[config.mk]
export PLATFORM = sky130hd
export DESIGN_NAME = fir4_chan_sched
export DESIGN_NICKNAME = d
export VERILOG_FILES = /design/src/rtl/fir4_chan_sched.sv
export SDC_FILE = /design/constraint.sdc
export NUM_CORES = 1
export LEC_CHECK = 0
export BUFFER_PORTS_ARGS = -buffer_cell sky130_fd_sc_hd__buf_4
export CORE_MARGIN = 4
export CORE_UTILIZATION = 61
export DETAILED_ROUTE_END_ITERATION = 7
export PLACE_DENSITY = 0.82
export SYNTH_ARGS = -nofsm -noshare
export SYNTH_HDL_FRONTEND = slang
export SYNTH_SLANG_ARGS = --single-unit
export TNS_END_PERCENT = 50
[constraint.sdc]
create_clock -name clk -period 4.15 [get_ports clk]
set_input_delay 0.415 -clock clk [delete_from_list [all_inputs] [get_ports clk]]
set_output_delay 0.415 -clock clk [all_outputs]
set_load 0.02 [all_outputs]
[src/rtl/fir4_chan_sched.sv]
// Round-robin multi-channel scheduler feeding a shared 4-tap FIR sum, 2-cycle latency, full output backpressure.
// Optional macro FIR4_SCHED_AVG_EN: out_sum becomes floor(sum/4) instead of the raw sum.
module fir4_chan_sched #(
  parameter int W   = 16,
  parameter int NCH = 4,
  parameter int CHW = $clog2(NCH)
) (
  input  logic                  clk,
  input  logic                  reset,
  input  logic [NCH-1:0]        in_valid,
  input  logic [NCH*W-1:0]      in_data,
  output logic [NCH-1:0]        in_ready,
  input  logic [NCH-1:0]        clr_ch,
  output logic                  out_valid,
  input  logic                  out_ready,
  output logic [CHW-1:0]        out_ch,
  output logic signed [W+1:0]   out_sum
);

  function automatic logic [CHW-1:0] wrap_ch(input int v);
    return CHW'(v % NCH);
  endfunction

  logic [CHW-1:0]        ptr;
  logic [CHW-1:0]        gnt_ch;
  logic                  gnt_any;
  logic                  stall;
  logic                  accept;
  logic                  clr_gnt;
  logic signed [W-1:0]   x;
  logic signed [W-1:0]   tap1_nxt, tap2_nxt, tap3_nxt;
  logic signed [W-1:0]   h0 [NCH];
  logic signed [W-1:0]   h1 [NCH];
  logic signed [W-1:0]   h2 [NCH];

  logic                  v1;
  logic [CHW-1:0]        ch1;
  logic signed [W-1:0]   tap0, tap1, tap2, tap3;
  logic signed [W+1:0]   sum;
  logic signed [W+1:0]   res;

  assign stall = out_valid && !out_ready;

  // Scan downward so the candidate closest to ptr is the last one written.
  always_comb begin
    gnt_any = 1'b0;
    gnt_ch  = '0;
    for (int k = NCH - 1; k >= 0; k--) begin
      if (in_valid[wrap_ch(int'(ptr) + k)]) begin
        gnt_any = 1'b1;
        gnt_ch  = wrap_ch(int'(ptr) + k);
      end
    end
  end

  assign accept = gnt_any && !stall && !reset;

  always_comb begin
    in_ready = '0;
    if (accept) in_ready[gnt_ch] = 1'b1;
  end

  assign x        = in_data[int'(gnt_ch)*W +: W];
  assign clr_gnt  = clr_ch[gnt_ch];
  assign tap1_nxt = clr_gnt ? '0 : h0[gnt_ch];
  assign tap2_nxt = clr_gnt ? '0 : h1[gnt_ch];
  assign tap3_nxt = clr_gnt ? '0 : h2[gnt_ch];

  always_ff @(posedge clk) begin
    if (reset) begin
      ptr <= '0;
    end else if (accept) begin
      ptr <= (gnt_ch == CHW'(NCH - 1)) ? '0 : gnt_ch + 1'b1;
    end
  end

  // Clear acts even while stalled; on a same-edge accept it wipes only the old history.
  always_ff @(posedge clk) begin
    if (reset) begin
      for (int i = 0; i < NCH; i++) begin
        h0[i] <= '0;
        h1[i] <= '0;
        h2[i] <= '0;
      end
    end else begin
      for (int i = 0; i < NCH; i++) begin
        if (accept && gnt_ch == CHW'(i)) begin
          h0[i] <= x;
          h1[i] <= clr_ch[i] ? '0 : h0[i];
          h2[i] <= clr_ch[i] ? '0 : h1[i];
        end else if (clr_ch[i]) begin
          h0[i] <= '0;
          h1[i] <= '0;
          h2[i] <= '0;
        end
      end
    end
  end

  always_ff @(posedge clk) begin
    if (reset) begin
      v1   <= 1'b0;
      ch1  <= '0;
      tap0 <= '0;
      tap1 <= '0;
      tap2 <= '0;
      tap3 <= '0;
    end else if (!stall) begin
      v1   <= accept;
      ch1  <= gnt_ch;
      tap0 <= x;
      tap1 <= tap1_nxt;
      tap2 <= tap2_nxt;
      tap3 <= tap3_nxt;
    end
  end

  assign sum = {{2{tap0[W-1]}}, tap0} + {{2{tap1[W-1]}}, tap1}
             + {{2{tap2[W-1]}}, tap2} + {{2{tap3[W-1]}}, tap3};

`ifdef FIR4_SCHED_AVG_EN
  assign res = sum >>> 2;
`else
  assign res = sum;
`endif

  always_ff @(posedge clk) begin
    if (reset) begin
      out_valid <= 1'b0;
      out_ch    <= '0;
      out_sum   <= '0;
    end else if (!stall) begin
      out_valid <= v1;
      out_ch    <= ch1;
      out_sum   <= res;
    end
  end

endmodule

==> impl_metrics.toml <==
[global_routing]
overflow = 0
grt_start_max_net_pins = 69
grt_pass1_vias = 10480
grt_antenna_before_repair = 0
grt_use_total_pct = 29.09
grt_pass1_wl_um = 56260

[detailed_routing]
first_iter_violations = 1010
drt-total-wl_um = 36150
drt_first_pass_iters = 5
vias_per_cell = 6.068
wl_per_cell_um = 21.06
vias = 10410
drc = 0
drtAntennaViolNets = 0

[yosys]
synth_seq_cells = 282
yosysWarnings = 0
synthesis.nets = 1468
synth_top_area_share_pct = 41.81
synthArstFlopShare_pct = 0
synthFlopType = "edfxtp_1"
yosysUniqueCellTypes = 52
synth_edf_count = 192
syn_area_um2 = 13790
syn_area_per_cell_um2 = 10.30
synth-seq-area-share_pct = 54.87
synth.largest_area_cell = "edfxtp_1"
synthCells = 1339
yosys-top-cells-area = "edfxtp_1 (42%), dfxtp_1 (13%), nand2_1 (6.7%), and2_1 (5.8%), fa_1 (4.8%)"

[clock_network]
cts_resized = 0
worst_skew_pair.late_latency_ps = 560
cts_hold_buf = 0
clock_path_buffers = 3
post_cts_buffers = 0
cts.clk_slew.worst_paths_ps = 60
h-tree-depth = 1
cts-root-buf = "clkbuf_16"
cts_tree = "yes"
numCtsBuffers = 29
clock_sinks = 282

[cells_and_area]
final_util_pct = 71.02
fillCellCount = 1577
syn_to_final_growth_pct = 13.43
diodes = 0
postLayoutCellArea_um2 = 15640
drive_above_1_share_pct = 12.74
nNetsFinal = 1542

[critical_path]
critPathMaxStageDelay_ps = 520
endpoint_kind = "flip-flop"
cp_max_fo = 3
critPathRequiredTime_ps = 4590
crit_chain = "inv_1, fa_1, fa_1, inv_1, fa_1, a211oi_1, nor4_1, a211o_1, a21oi_1, nor4_1, a311o_1"
crit_path_frequent_cell = "fa_1"
rrSetupSlack_ps = 580
crit_type = "reg2reg"
crit_path_top_delay_cell = "fa_1"
start_kind = "flip-flop"
cp.arrival_ps = 4010

[sta]
tightest_slew_ps = 862.0
setup_viol = 0
hold_viol_final = 0
period_minus_slack_ps = 3570
min_period_over_period_pct = 86.02
finalClockSkew_ps = 16.11
max_freq_mhz = 280.1
setup_slack_ps = 580.1
rsz0062_at_grt = "false"
slew_violations = 0
slew_headroom_pct = 42.39
fin_tns_setup_ps = 0

[power]
finalPower_mw = 9.078
leakage_nw = 6.561
irDropWorstVdd_v = 0.0004237
pwr_density_cell_nw_per_um2 = 580.3

[placed_design]
detailedPlacementHpwl_um = 22550
dp_slack_ps = 663.9
io_buffers = 99
gp_congestion = 0.8759
placed_cell_area_um2 = 14750

[job]
maxCapViolCount = 0

[outcome]
status = "finished, final reports clean"

[floorplan]
die-width_um = 158.4
placementRows = 54
ios = 100
die-area_um2 = 25080
fp.dieH_um = 158.4
start_util_pct = 62.61
core_area_um2 = 22030

[min_path]
min_path_type = "in2reg"
per-stage QoR:
step / hold WS (ps) / instances
after global routing: 260.3 / 1716
after detailed placement: 445.6 / 1662
after CTS: 244.4 / 1716
final: 264.3 / 1716
after global placement: 436.7 / 1662
after floorplan: 427.3 / 1339
layout by cell type, fill, tap and decap left out, types with 6 or more instances in the layout:
cell | synthesis | final
nand2_1 | 245 | 245
edfxtp_1 | 192 | 192
inv_1 | 94 | 94
nand3_1 | 105 | 105
and3_1 | 19 | 19
clkinv_2 | 0 | 6
a32o_1 | 48 | 48
fa_1 | 33 | 33
buf_4 | 3 | 123
a21o_1 | 21 | 21
clkbuf_1 | 42 | 12
ha_1 | 21 | 21
a211oi_1 | 24 | 24
dfxtp_1 | 90 | 90
clkbuf_16 | 0 | 29
nor2_1 | 86 | 82
mux2i_1 | 17 | 17
a21oi_1 | 45 | 45
xnor2_1 | 7 | 7
a211o_1 | 19 | 19
o21ai_0 | 11 | 11
and2_1 | 128 | 128
worst max-delay path: cells and delay by family, from the launching register on:
family                   cells  cell delay, ps
flip-flops                   1             330
adder cells (fa/ha/maj)      3            1520
buffers and inverters        2             130
AO/OA/AOI/OAI                4            1300
AND/OR/NAND/NOR              2             190
report_power, final:
group	switching [mW]	total, mW	internal, mW	leakage, nW
logic	1.93	2.98	1.05	3.23
clock network	1.06	2.46	1.41	0.435
registers	0.197	3.63	3.44	2.89
total	3.18	9.08	5.89	6.56
flip-flops by register name, indices dropped and copies added (netlist names):
register	count
out_sum	18
h2	64
tap0	16
v1	1
ch1	2
tap1	16
tap3	16
h1	64
tap2	16
h0	64
out_valid	1
out_ch	2
ptr	2
cell usage after synthesis, drive strengths merged, types with 4 or more instances:
library cell  instances
nand2               246
edfxtp              192
and2                128
nand3               105
inv                  95
dfxtp                90
nor2                 87
a32o                 48
a21oi                45
clkbuf               42
buf                  40
fa                   33
a211oi               24
a21o                 21
ha                   21
a211o                19
and3                 19
mux2i                17
o21ai                11
xnor2                 7
nor2b                 6
nor3                  5
or3                   5
nand2b                4
nor4                  4
final cells by class:
class                           instances  area, um2  area share [%]
Tap cell                              280      350.3           2.240
Multi-Input combinational cell        879       5504           35.19
Timing Repair Buffer                  125      963.4           6.159
Clock buffer                           44      812.0           5.191
Clock inverter                         10      78.83          0.5039
Inverter                               96      366.6           2.344
Sequential cell                       282       7567           48.38
kinds of logic after synthesis:
group                    share of synthesized area [%]
flip-flops                                       54.87
adder cells (fa/ha/maj)                          6.696
buffers and inverters                            5.462
AO/OA/AOI/OAI                                    10.22
AND/OR/NAND/NOR                                  20.95
multiplexers                                     1.234
XOR/XNOR                                        0.5716
layer usage:
layer / wire length [um] / global-route usage, % / up-vias
met5: 0 / 0 / -
met4: 1419 / 11.25 / 0
met3: 2626 / 3.914 / 94
met2: 18070 / 49.75 / 469
met1: 14020 / 38.02 / 5082
li1: - / - / 4768
worst paths after layout:
kind	startpoint	to	cells past startpoint
hold reg to reg	ch1[0]	ch1[0]	2
setup / recovery	tap0[2]	out_sum[15]	11
setup reg to reg	tap0[2]	out_sum[15]	11
hold / removal	clr_ch[0]	h0[0][9]	2
Note: power is estimated with default switching activity, not from simulation.
